===== src/rtl/fetch_pkg.sv =====
// fetch_pkg: shared widths and the instruction-buffer entry type for the
// fetch unit.
//   XLEN          - address width
//   ILEN          - instruction width
//   fetch_entry_t - packed {pc, inst} pair held in the instruction buffer
//   align_pc()    - clears bits [1:0] so a fetch address is word aligned
package fetch_pkg;

    localparam int unsigned XLEN = 64;
    localparam int unsigned ILEN = 32;

    typedef struct packed {
        logic [XLEN-1:0] pc;
        logic [ILEN-1:0] inst;
    } fetch_entry_t;

    function automatic logic [XLEN-1:0] align_pc(input logic [XLEN-1:0] pc);
        return pc & ~XLEN'(3);
    endfunction

endpackage


===== src/rtl/fetch_unit_if.sv =====
// fetch_unit_if: instruction-memory and execute-stage handshakes of the
// fetch unit.
//   imem_req_*     - fetch request to memory (valid/ready, address)
//   imem_rsp_*     - in-order response from memory (valid, data)
//   redirect_*     - single-cycle fetch redirect (valid, target pc)
//   inst_*         - instruction stream to execute (valid/ready, data, pc)
// Modports: master = fetch unit side, slave = memory / execute side.
interface fetch_unit_if;
    import fetch_pkg::*;

    logic            imem_req_valid;
    logic            imem_req_ready;
    logic [XLEN-1:0] imem_req_addr;
    logic            imem_rsp_valid;
    logic [ILEN-1:0] imem_rsp_data;
    logic            redirect_valid;
    logic [XLEN-1:0] redirect_pc;
    logic            inst_valid;
    logic            inst_ready;
    logic [ILEN-1:0] inst_data;
    logic [XLEN-1:0] inst_pc;

    modport master (
        output imem_req_valid, imem_req_addr, inst_valid, inst_data, inst_pc,
        input  imem_req_ready, imem_rsp_valid, imem_rsp_data,
               redirect_valid, redirect_pc, inst_ready
    );

    modport slave (
        input  imem_req_valid, imem_req_addr, inst_valid, inst_data, inst_pc,
        output imem_req_ready, imem_rsp_valid, imem_rsp_data,
               redirect_valid, redirect_pc, inst_ready
    );

endinterface


===== src/rtl/fetch_fifo.sv =====
// fetch_fifo: synchronous FIFO of fetch_entry_t with flush.
//   clk, rst     - clock, asynchronous active-high reset
//   i_flush      - empties the FIFO; wins over push and pop
//   i_push       - write i_push_data (accepted when not full, or full with pop)
//   i_pop        - drop the head (ignored when empty)
//   o_head       - current head, zero when empty
//   o_full       - DEPTH entries held
//   o_empty      - no entries held
//   o_count      - number of entries held
module fetch_fifo
    import fetch_pkg::*;
#(
    parameter int unsigned DEPTH = 4
) (
    input  logic                     clk,
    input  logic                     rst,
    input  logic                     i_flush,
    input  logic                     i_push,
    input  fetch_entry_t             i_push_data,
    input  logic                     i_pop,
    output fetch_entry_t             o_head,
    output logic                     o_full,
    output logic                     o_empty,
    output logic [$clog2(DEPTH):0]   o_count
);

    localparam int unsigned AW = $clog2(DEPTH);

    fetch_entry_t  r_mem [DEPTH];
    logic [AW-1:0] r_wptr;
    logic [AW-1:0] r_rptr;
    logic [AW:0]   r_count;
    logic          w_push;
    logic          w_pop;

    always_comb begin
        o_full  = (r_count == (AW+1)'(DEPTH));
        o_empty = (r_count == '0);
        w_pop   = i_pop && !o_empty;
        w_push  = i_push && (!o_full || w_pop);
        o_count = r_count;
        o_head  = o_empty ? '0 : r_mem[r_rptr];
    end

    always_ff @(posedge clk or posedge rst) begin
        if (rst) begin
            r_wptr  <= '0;
            r_rptr  <= '0;
            r_count <= '0;
        end else if (i_flush) begin
            r_wptr  <= '0;
            r_rptr  <= '0;
            r_count <= '0;
        end else begin
            if (w_push) r_wptr <= r_wptr + 1'b1;
            if (w_pop)  r_rptr <= r_rptr + 1'b1;
            r_count <= r_count + (AW+1)'(w_push) - (AW+1)'(w_pop);
        end
    end

    always_ff @(posedge clk) begin
        if (w_push && !i_flush) r_mem[r_wptr] <= i_push_data;
    end

endmodule


===== src/rtl/fetch_unit.sv =====
// fetch_unit: sequential instruction fetch with an in-order response buffer
// and redirect support.
//   clk, rst       - clock, asynchronous active-high reset
//   bus (master)   - imem request/response, redirect and instruction stream
// Parameters:
//   RESET_PC       - first fetch address after reset
//   FIFO_DEPTH     - buffer entries and maximum outstanding requests
//                    (power of 2, >= 2)
module fetch_unit
    import fetch_pkg::*;
#(
    parameter logic [XLEN-1:0] RESET_PC   = 64'h0,
    parameter int unsigned     FIFO_DEPTH = 4
) (
    input  logic          clk,
    input  logic          rst,
    fetch_unit_if.master  bus
);

    localparam int unsigned AW = $clog2(FIFO_DEPTH);
    localparam int unsigned CW = AW + 1;

    logic [XLEN-1:0] r_fetch_pc;
    logic [CW-1:0]   r_outstanding;
    logic [CW-1:0]   r_drop_count;
    logic [XLEN-1:0] r_aq_mem [FIFO_DEPTH];
    logic [AW-1:0]   r_aq_wptr;
    logic [AW-1:0]   r_aq_rptr;

    logic            w_redirect;
    logic [XLEN-1:0] w_redirect_pc;
    logic [CW:0]     w_inflight;
    logic            w_req_valid;
    logic            w_req_fire;
    logic            w_rsp;
    logic            w_rsp_drop;
    logic            w_rsp_keep;
    logic            w_inst_pop;
    logic [CW-1:0]   w_outstanding_next;
    fetch_entry_t    w_push_entry;
    fetch_entry_t    w_head;
    logic            w_fifo_full;
    logic            w_fifo_empty;
    logic [CW-1:0]   w_fifo_count;

    always_comb begin
        w_redirect    = bus.redirect_valid;
        w_redirect_pc = align_pc(bus.redirect_pc);
        // Every outstanding request reserves a buffer slot, so a response
        // always finds room.
        w_inflight    = {1'b0, r_outstanding} + {1'b0, w_fifo_count};
        w_req_valid   = !rst && !w_redirect && !w_fifo_full &&
                        (w_inflight < (CW+1)'(FIFO_DEPTH));
        w_req_fire    = w_req_valid && bus.imem_req_ready;
        // A response with nothing outstanding is stale and ignored.
        w_rsp         = bus.imem_rsp_valid && (r_outstanding != '0);
        w_rsp_drop    = w_rsp && (r_drop_count != '0);
        // In a redirect cycle the flush discards this write.
        w_rsp_keep    = w_rsp && !w_rsp_drop;
        w_inst_pop    = !w_fifo_empty && bus.inst_ready;
        w_outstanding_next = r_outstanding + CW'(w_req_fire) - CW'(w_rsp);
        w_push_entry.pc   = r_aq_mem[r_aq_rptr];
        w_push_entry.inst = bus.imem_rsp_data;
    end

    always_ff @(posedge clk or posedge rst) begin
        if (rst) begin
            r_fetch_pc    <= align_pc(RESET_PC);
            r_outstanding <= '0;
            r_drop_count  <= '0;
            r_aq_wptr     <= '0;
            r_aq_rptr     <= '0;
        end else begin
            r_outstanding <= w_outstanding_next;
            if (w_redirect) begin
                // Everything still in flight after this cycle belongs to the
                // old path; the address queue is emptied since those
                // responses are never written.
                r_fetch_pc   <= w_redirect_pc;
                r_drop_count <= w_outstanding_next;
                r_aq_wptr    <= '0;
                r_aq_rptr    <= '0;
            end else begin
                if (w_req_fire) begin
                    r_fetch_pc <= r_fetch_pc + XLEN'(4);
                    r_aq_wptr  <= r_aq_wptr + 1'b1;
                end
                if (w_rsp_drop) r_drop_count <= r_drop_count - 1'b1;
                if (w_rsp_keep) r_aq_rptr <= r_aq_rptr + 1'b1;
            end
        end
    end

    always_ff @(posedge clk) begin
        if (w_req_fire) r_aq_mem[r_aq_wptr] <= r_fetch_pc;
    end

    fetch_fifo #(
        .DEPTH (FIFO_DEPTH)
    ) u_inst_fifo (
        .clk         (clk),
        .rst         (rst),
        .i_flush     (w_redirect),
        .i_push      (w_rsp_keep),
        .i_push_data (w_push_entry),
        .i_pop       (w_inst_pop),
        .o_head      (w_head),
        .o_full      (w_fifo_full),
        .o_empty     (w_fifo_empty),
        .o_count     (w_fifo_count)
    );

    assign bus.imem_req_valid = w_req_valid;
    assign bus.imem_req_addr  = r_fetch_pc;
    assign bus.inst_valid     = !w_fifo_empty;
    assign bus.inst_data      = w_head.inst;
    assign bus.inst_pc        = w_head.pc;

endmodule


===== src/flat_wrapper.sv =====
// flat-port wrapper written by rule: the top's interface ports become plain ports
module fetch_unit_flat import fetch_pkg::*;
#(
    parameter logic [XLEN-1:0] RESET_PC   = 64'h0,
    parameter int unsigned     FIFO_DEPTH = 4
)
  (clk, rst, bus_imem_req_valid, bus_imem_req_addr, bus_inst_valid, bus_inst_data, bus_inst_pc, bus_imem_req_ready, bus_imem_rsp_valid, bus_imem_rsp_data, bus_redirect_valid, bus_redirect_pc, bus_inst_ready);
  fetch_unit_if bus_i ();
  input  logic clk;
  input  logic rst;
  output wire logic [$bits(bus_i.imem_req_valid)-1:0] bus_imem_req_valid;
  output wire logic [$bits(bus_i.imem_req_addr)-1:0] bus_imem_req_addr;
  output wire logic [$bits(bus_i.inst_valid)-1:0] bus_inst_valid;
  output wire logic [$bits(bus_i.inst_data)-1:0] bus_inst_data;
  output wire logic [$bits(bus_i.inst_pc)-1:0] bus_inst_pc;
  input wire logic [$bits(bus_i.imem_req_ready)-1:0] bus_imem_req_ready;
  input wire logic [$bits(bus_i.imem_rsp_valid)-1:0] bus_imem_rsp_valid;
  input wire logic [$bits(bus_i.imem_rsp_data)-1:0] bus_imem_rsp_data;
  input wire logic [$bits(bus_i.redirect_valid)-1:0] bus_redirect_valid;
  input wire logic [$bits(bus_i.redirect_pc)-1:0] bus_redirect_pc;
  input wire logic [$bits(bus_i.inst_ready)-1:0] bus_inst_ready;
  assign bus_imem_req_valid = bus_i.imem_req_valid;
  assign bus_imem_req_addr = bus_i.imem_req_addr;
  assign bus_inst_valid = bus_i.inst_valid;
  assign bus_inst_data = bus_i.inst_data;
  assign bus_inst_pc = bus_i.inst_pc;
  assign bus_i.imem_req_ready = bus_imem_req_ready;
  assign bus_i.imem_rsp_valid = bus_imem_rsp_valid;
  assign bus_i.imem_rsp_data = bus_imem_rsp_data;
  assign bus_i.redirect_valid = bus_redirect_valid;
  assign bus_i.redirect_pc = bus_redirect_pc;
  assign bus_i.inst_ready = bus_inst_ready;
  fetch_unit #(.RESET_PC(RESET_PC), .FIFO_DEPTH(FIFO_DEPTH)) u_core (.clk(clk), .rst(rst), .bus(bus_i));
endmodule

===== config.mk =====
export PLATFORM = sky130hd
export DESIGN_NAME = fetch_unit_flat
export DESIGN_NICKNAME = d
export VERILOG_FILES = /design/src/rtl/fetch_pkg.sv /design/src/rtl/fetch_unit_if.sv /design/src/rtl/fetch_fifo.sv /design/src/rtl/fetch_unit.sv /design/src/flat_wrapper.sv
export SDC_FILE = /design/constraint.sdc
export NUM_CORES = 1
export LEC_CHECK = 0
export BUFFER_PORTS_ARGS = -buffer_cell sky130_fd_sc_hd__buf_2
export CORE_MARGIN = 1
export CORE_UTILIZATION = 34
export DETAILED_ROUTE_END_ITERATION = 7
export GPL_TIMING_DRIVEN = 0
export PLACE_DENSITY = 0.6
export SETUP_SLACK_MARGIN = 0.1
export SLEW_MARGIN = 20
export SYNTH_ARGS = -nofsm -noshare
export SYNTH_HDL_FRONTEND = slang
export SYNTH_SLANG_ARGS = --single-unit
export TNS_END_PERCENT = 1

===== constraint.sdc =====
create_clock -name clk -period 3.85 [get_ports clk]
set_clock_uncertainty 0.1 [all_clocks]
set_input_delay 0.385 -clock clk [delete_from_list [all_inputs] [get_ports clk]]
set_output_delay 0.385 -clock clk [all_outputs]
set_load 0.05 [all_outputs]

==> reports/qor.json, run 1 <==
{
  "outcome": {"value": "complete, no violations"},
  "final_common_cell": {"value": "edfxtp_1"},
  "synth_register_bits": {"value": 703},
  "mostFrequentLayoutCells": {"value": "edfxtp_1 (624), buf_2 (268), mux4_2 (156)"},
  "top_usage_layer": {"value": "met2"},
  "antenna_violating_nets_post_route": {"value": 0},
  "detail_route.vias_per_cell": {"value": 5.13},
  "area_of_the_die": {"value": 83500, "unit": "um2"},
  "period_share": {"value": 94.6, "unit": "%"},
  "via_count_of_the_routed_design": {"value": 15700},
  "cts_inserted_buffers": {"value": 78},
  "synth_top_flop_cell": {"value": "edfxtp_1"},
  "cp_cell_sequence": {"value": "ha_1 -> or4_4 -> nor4_4 -> nand2_2 -> inv_2 -> buf_4 -> buf_4 -> ha_1 -> fa_1 -> nand2_1 -> o21ai_0"},
  "worst_setup_path_endpoint": {"value": "u_core.r_drop_count[1]"},
  "p_leak": {"value": 11.8, "unit": "nW"},
  "syn_to_final_growth": {"value": 23.1, "unit": "%"},
  "fin_ws": {"value": 207, "unit": "ps"},
  "hold_class": {"value": "in2reg"},
  "hold_violations": {"value": 0},
  "timing.reg2reg.setup_slack": {"value": 210, "unit": "ps"},
  "timing.rr.end": {"value": "u_core.r_drop_count[1]"},
  "synth_seq_area_share": {"value": 74.0, "unit": "%"},
  "coreArea": {"value": 80900, "unit": "um2"},
  "drt_drc_violations_left": {"value": 0},
  "grtUsageMet3": {"value": 3.88, "unit": "%"},
  "pwr_density_cell": {"value": 665, "unit": "nW/um2"},
  "total_global_routing_track_utilization": {"value": 17.5, "unit": "%"},
  "grt_first_pass_wirelength": {"value": 106, "unit": "mm"},
  "grt.met1_usage": {"value": 23.5, "unit": "%"},
  "worst_skew_late_latency": {"value": 620, "unit": "ps"},
  "ys_types": {"value": 61},
  "critPathRequiredTime": {"value": 4210, "unit": "ps"},
  "post-dp-hpwl": {"value": 49.3, "unit": "mm"},
  "slew_of_the_pin_with_the_lowest_slew_margin": {"value": 953, "unit": "ps"},
  "yosys_warnings": {"value": 0},
  "ir_worst_vdd": {"value": 320, "unit": "uV"},
  "fin_nets": {"value": 2063},
  "maxClockFrequency": {"value": 275, "unit": "MHz"},
  "vias_in_the_first_global_route": {"value": 16000},
  "clkTransAtPathRegs": {"value": 60, "unit": "ps"},
  "slew_headroom": {"value": 36.4, "unit": "%"},
  "top_level_ports": {"value": 264},
  "drt_first_iter_violations": {"value": 1274},
  "netlist_instances": {"value": 1496},
  "setup_viol": {"value": 0},
  "crit_path_top_delay_cell": {"value": "or4_4"},
  "ctsLongestPathBuffers": {"value": 3},
  "critical_path.startpoint": {"value": "u_core.u_inst_fifo.o_count[2]"},
  "multi_input_area": {"value": 6880, "unit": "um2"},
  "synth.avg_cell_area": {"value": 18.7, "unit": "um2"},
  "globalplace.congestion": {"value": 0.854},
  "maxCapViolCount": {"value": 0},
  "cp_max_fo": {"value": 10},
  "postCtsSetupRepairBufs": {"value": 0},
  "crit_type": {"value": "reg2reg"},
  "die_w": {"value": 289, "unit": "um"},
  "final_cells": {"value": 3062},
  "count_of_flip_flops_with_a_built_in_enable_after_synthesis": {"value": 624},
  "max_stage_delay": {"value": 530, "unit": "ps"},
  "fin_tns_setup": {"value": 0, "unit": "ps"},
  "placement_row_count": {"value": 104},
  "gr_overflow_total": {"value": 0},
  "reg2reg_from": {"value": "u_core.u_inst_fifo.o_count[2]"},
  "number_of_antenna_violations_at_the_first_check_in_global_routing": {"value": 2},
  "global_route.usage.met2": {"value": 28.5, "unit": "%"},
  "sequential_cell_area": {"value": 20700, "unit": "um2"},
  "worst_setup_path_end_kind": {"value": "flop"},
  "smallest_hold_slack": {"value": 44.1, "unit": "ps"},
  "preCtsSetupSlack": {"value": 317, "unit": "ps"},
  "reg2reg_depth": {"value": 11},
  "avgRoutedWirePerCell": {"value": 23.9, "unit": "um"},
  "routed_wl": {"value": 73.2, "unit": "mm"},
  "final_max_slew_viol_count": {"value": 0},
  "drtPass1Iterations": {"value": 8},
  "tritoncts": {"value": "yes"},
  "placed_cells": {"value": 2829},
  "rsz0062_at_grt": {"value": "true"},
  "grt_max_degree": {"value": 47},
  "worst-endpoint-arrival": {"value": 4000, "unit": "ps"},
  "clock_sinks": {"value": 703},
  "io_buffer_count": {"value": 257},
  "n_antenna_cell": {"value": 0},
  "period_minus_slack": {"value": 3640, "unit": "ps"},
  "syn-cell-area": {"value": 28000, "unit": "um2"},
  "initial_core_util": {"value": 34.6, "unit": "%"},
  "asyncSetResetFlopFracSynth": {"value": 11.2, "unit": "%"},
  "die_height": {"value": 289, "unit": "um"},
  "cts_root_buf": {"value": "clkbuf_16"},
  "fillCellCount": {"value": 7203},
  "cts.htree.levels": {"value": 3},
  "cp-start-kind": {"value": "flop"},
  "share_of_cells_above_drive_strength_1": {"value": 29.6, "unit": "%"}
}
-- state kept, by name, indices dropped and copies added, names as in the netlist --
register and cells:
u_core.u_inst_fifo.r_wptr 2, u_core.u_inst_fifo.r_mem 376, u_core.r_outstanding 3, u_core.u_inst_fifo.o_count 3, u_core.r_aq_mem 248, u_core.r_aq_rptr 2, u_core.bus.imem_req_addr 62, u_core.r_aq_wptr 2
u_core.r_drop_count 3, u_core.u_inst_fifo.r_rptr 2
-- logic make-up (layout without fill, tap and decap cells) --
kind of cell | count (synthesis) | count (layout) | synth area share (%)
compound gates | 124 | 124 | 2.89
xor+xnor | 20 | 20 | 0.626
fa+ha+maj | 19 | 19 | 0.903
buf+inv | 104 | 607 | 1.57
flops | 703 | 703 | 74.0
mux | 158 | 158 | 12.6
other cells | 1 | 4 | 0.0134
simple gates | 367 | 367 | 7.35
-- synthesized netlist by cell type, drive strengths merged, types with 17 or more instances --
library cell	instances	share of area, %
clkbuf	45	0.60
mux4	156	13
ha	17	0.76
dfrtp	79	7.1
and2	107	2.4
inv	23	0.31
nor2	35	0.48
o211ai	24	0.64
edfxtp	624	67
nand3	43	0.81
nand4	29	0.67
buf	35	0.64
nand2	88	1.2
o21ai	45	0.80
and3	21	0.47
-- worst min-delay path by stage --
stage,from,endpoint,slack (ps),cells past startpoint
floorplan,bus_imem_rsp_data[0],u_core.u_inst_fifo.r_mem[0][0],380,0
global placement,u_core.r_aq_wptr[0],u_core.r_aq_wptr[0],440,1
detailed placement,rst,u_core.r_outstanding[2],360,2
global route,bus_redirect_pc[20],u_core.bus.imem_req_addr[20],40,3
finish,bus_redirect_pc[42],u_core.bus.imem_req_addr[42],40,4
CTS,bus_redirect_pc[20],u_core.bus.imem_req_addr[20],0.4,3
-- power breakdown --
part           internal [mW]  total [mW]  switching (mW)
clock                   4.31        7.30            2.98
sequential              8.87        9.22           0.349
combinational           1.98        6.41            4.43
-- layout make-up --
cell class,count,area share (%)
Multi-Input combinational cell,692,20.0
Inverter,24,0.269
Buffer,80,1.11
Timing Repair Buffer,363,7.43
Sequential cell,703,60.1
Clock inverter,43,1.35
Tap cell,1060,3.85
Clock buffer,97,5.93
-- worst max-delay path, delay by kind of cell, from the launching register on --
| kind | cells | cell delay, ps |
|---|---|---|
| flops | 1 | 450 |
| simple gates | 4 | 1310 |
| buf+inv | 3 | 570 |
| fa+ha+maj | 3 | 960 |
| compound gates | 1 | 80 |
-- metal layers --
layer  vias to the layer above  part of all wire, %
met5                         -                    0
met4                         0                  2.1
met3                       106                  7.0
met2                       578                   48
met1                      8121                   42
li1                       6888                    -
-- through the flow --
stage | total power [mW] | cell area, um2 | utilization, %
finish | 22.9 | 34500 | 42.6
global route | 23.8 | 34500 | 42.6
CTS | 23.2 | 34500 | 42.6
detailed placement | 15.8 | 31000 | 38.3
global placement | 15.7 | 30600 | 37.8
floorplan | 13.9 | 28000 | -
-- repair_timing --
item / 4_1_cts / 5_1_grt
pin swaps: 0 / 0
hold buffers: 93 / 0
resized for setup: 11 / 2
endpoints found under the setup margin: 62 / 58
hold endpoints to repair: 221 / 0
Power figures use the tool's default switching activity.
==> run 2: changes to the inputs <==
--- a/config.mk
+++ b/config.mk
@@ -10,6 +10,7 @@
 export CORE_UTILIZATION = 34
 export DETAILED_ROUTE_END_ITERATION = 7
 export GPL_TIMING_DRIVEN = 0
+export MAX_ROUTING_LAYER = met4
 export PLACE_DENSITY = 0.6
 export SETUP_SLACK_MARGIN = 0.1
 export SLEW_MARGIN = 20
==> run 2 against run 1 <==
Effect of this change: the flow now finishes with violations (design-rule violations); register-to-register slack improved by 80 ps; sequential power hardly changed; flip-flop and latch count unchanged; core utilization is 0.14 points lower; cell count about the same; combinational power about the same; sequential share of layout area grew 0.20 points; first-iteration DRC count shrank 1.7%; die area is the same; via count down 0.27%; largest power group unchanged; highest routed layer unchanged.
==> reports/qor.json, run 2 (same netlist as run 1, synthesis figures left out) <==
{
  "outcome": {"value": "finished, violations left"},
  "violated_checks": {"value": "design-rule violations"},
  "cts_root_buf": {"value": "clkbuf_16"},
  "largest_reg_flops": {"value": 376},
  "gr_overflow_total": {"value": 0},
  "fin_nets": {"value": 2058},
  "multi_input_area": {"value": 6880, "unit": "um2"},
  "syn_to_final_growth": {"value": 22.7, "unit": "%"},
  "drt_first_iter_violations": {"value": 1252},
  "post-dp-hpwl": {"value": 49.9, "unit": "mm"},
  "final_common_cell": {"value": "edfxtp_1"},
  "rsz0062_at_grt": {"value": "false"},
  "period_minus_slack": {"value": 3560, "unit": "ps"},
  "cts.htree.levels": {"value": 3},
  "slew_of_the_pin_with_the_lowest_slew_margin": {"value": 919, "unit": "ps"},
  "maxClockFrequency": {"value": 281, "unit": "MHz"},
  "avgRoutedWirePerCell": {"value": 23.9, "unit": "um"},
  "ir_worst_vdd": {"value": 352, "unit": "uV"},
  "drt_drc_violations_left": {"value": 1},
  "cp-start-kind": {"value": "flop"},
  "worst_setup_path_end_kind": {"value": "output port"},
  "detail_route.vias_per_cell": {"value": 5.11},
  "via_count_of_the_routed_design": {"value": 15700},
  "ctsLongestPathBuffers": {"value": 3},
  "clock_sinks": {"value": 703},
  "coreArea": {"value": 80900, "unit": "um2"},
  "hold_class": {"value": "in2reg"},
  "clkTransAtPathRegs": {"value": 60, "unit": "ps"},
  "die_w": {"value": 289, "unit": "um"},
  "globalplace.congestion": {"value": 0.870},
  "sequential_cell_area": {"value": 20700, "unit": "um2"},
  "placement_row_count": {"value": 104},
  "routed_wl": {"value": 73.2, "unit": "mm"},
  "maxCapViolCount": {"value": 0},
  "crit_type": {"value": "reg2out"},
  "n_antenna_cell": {"value": 0},
  "register_with_the_highest_flop_count": {"value": "u_core.u_inst_fifo.r_mem"},
  "worst-endpoint-arrival": {"value": 3080, "unit": "ps"},
  "period_share": {"value": 92.5, "unit": "%"},
  "antenna_violating_nets_post_route": {"value": 0},
  "number_of_antenna_violations_at_the_first_check_in_global_routing": {"value": 3},
  "mostFrequentLayoutCells": {"value": "edfxtp_1 (624), buf_2 (268), mux4_2 (156)"},
  "critPathRequiredTime": {"value": 3370, "unit": "ps"},
  "final_cells": {"value": 3060},
  "grt_max_degree": {"value": 49},
  "total_global_routing_track_utilization": {"value": 18.2, "unit": "%"},
  "cts_inserted_buffers": {"value": 76},
  "pwr_density_cell": {"value": 663, "unit": "nW/um2"},
  "p_total": {"value": 22.8, "unit": "mW"},
  "final_max_slew_viol_count": {"value": 0},
  "smallest_hold_slack": {"value": 37.1, "unit": "ps"},
  "fin_tns_setup": {"value": 0, "unit": "ps"},
  "setup_viol": {"value": 0},
  "grt_first_pass_wirelength": {"value": 107, "unit": "mm"},
  "share_of_cells_above_drive_strength_1": {"value": 30.2, "unit": "%"},
  "initial_core_util": {"value": 34.6, "unit": "%"},
  "vias_in_the_first_global_route": {"value": 16100},
  "area_of_the_die": {"value": 83500, "unit": "um2"},
  "tritoncts": {"value": "yes"},
  "placed_cells": {"value": 2829},
  "p_leak": {"value": 11.8, "unit": "nW"},
  "top_level_ports": {"value": 264},
  "cp_max_fo": {"value": 10},
  "io_buffer_count": {"value": 257},
  "fillCellCount": {"value": 7169},
  "die_height": {"value": 289, "unit": "um"},
  "worst_skew_late_latency": {"value": 620, "unit": "ps"},
  "slew_headroom": {"value": 37.9, "unit": "%"},
  "hold_violations": {"value": 0},
  "drtPass1Iterations": {"value": 7}
}
-- run 2: changes by cell type in the layout (fill, tap and decap cells not counted), moves of 3 or more --
cell,previous run,this run
clkbuf_1,57,45
inv_6,2,7
clkinv_2,10,19
clkinv_8,5,0
dlygate4sd3_1,93,90
-- run 2: worst paths after layout --
path	cells after the start	to	startpoint	slack (ps)
max	6	bus_inst_pc[52]	u_core.u_inst_fifo.r_rptr[1]	290
min reg2reg	2	u_core.r_drop_count[0]	u_core.r_drop_count[0]	480
min in group asynchronous	3	u_core.r_outstanding[2]	rst	250
min	3	u_core.bus.imem_req_addr[17]	bus_redirect_pc[17]	40
max reg2reg	11	u_core.r_drop_count[1]	u_core.u_inst_fifo.o_count[2]	290
max in group asynchronous	4	u_core.bus.imem_req_addr[26]	rst	2790
-- run 2: through the flow --
| stage | area, um2 | worst slack, ps | utilization [%] |
|---|---|---|---|
| finish | 34400 | 289 | 42.4 |
| global route | 34400 | 174 | 42.4 |
| CTS | 34300 | 217 | 42.4 |
| detailed placement | 31000 | 324 | 38.3 |
| global placement | 30600 | -2730 | 37.8 |
| floorplan | 28000 | -210 | - |
-- run 2: critical path: stages, from the launching register on --
cell and delay (ps):
dfrtp_1 320, clkbuf_1 460, buf_4 460, clkbuf_2 410
mux4_2 350, and2_1 210, buf_2 220
-- run 2: layout make-up --
cell class              count  share of cell area (%)
clock buffers              85                    5.70
flip-flops and latches    703                    60.3
multi-input cells         692                    20.0
well taps                1060                    3.86
plain buffers              80                    1.12
inverters                  24                   0.270
repair buffers            360                    7.32
clock inverters            56                    1.40
-- run 2: power by group --
group	switching (mW)	internal, mW	total [mW]
sequential	0.349	8.87	9.22
combinational	4.44	1.97	6.41
clock	2.98	4.15	7.13
-- run 2: repair_timing --
item                                   in CTS  in global routing
endpoints found under the hold margin     216                  0
gates resized for setup                    14                  0
hold buffers                               90                  0
setup endpoints to repair                  60                  0
setup buffers                               0                  0
-- run 2: metal layers --
layer	vias to the layer above	part of all wire [%]	track usage [%]
met1	8083	42	23.6
met3	110	7.1	3.83
met5	-	0	-
li1	6890	-	-
met4	0	2.7	6.22
met2	567	48	28.4
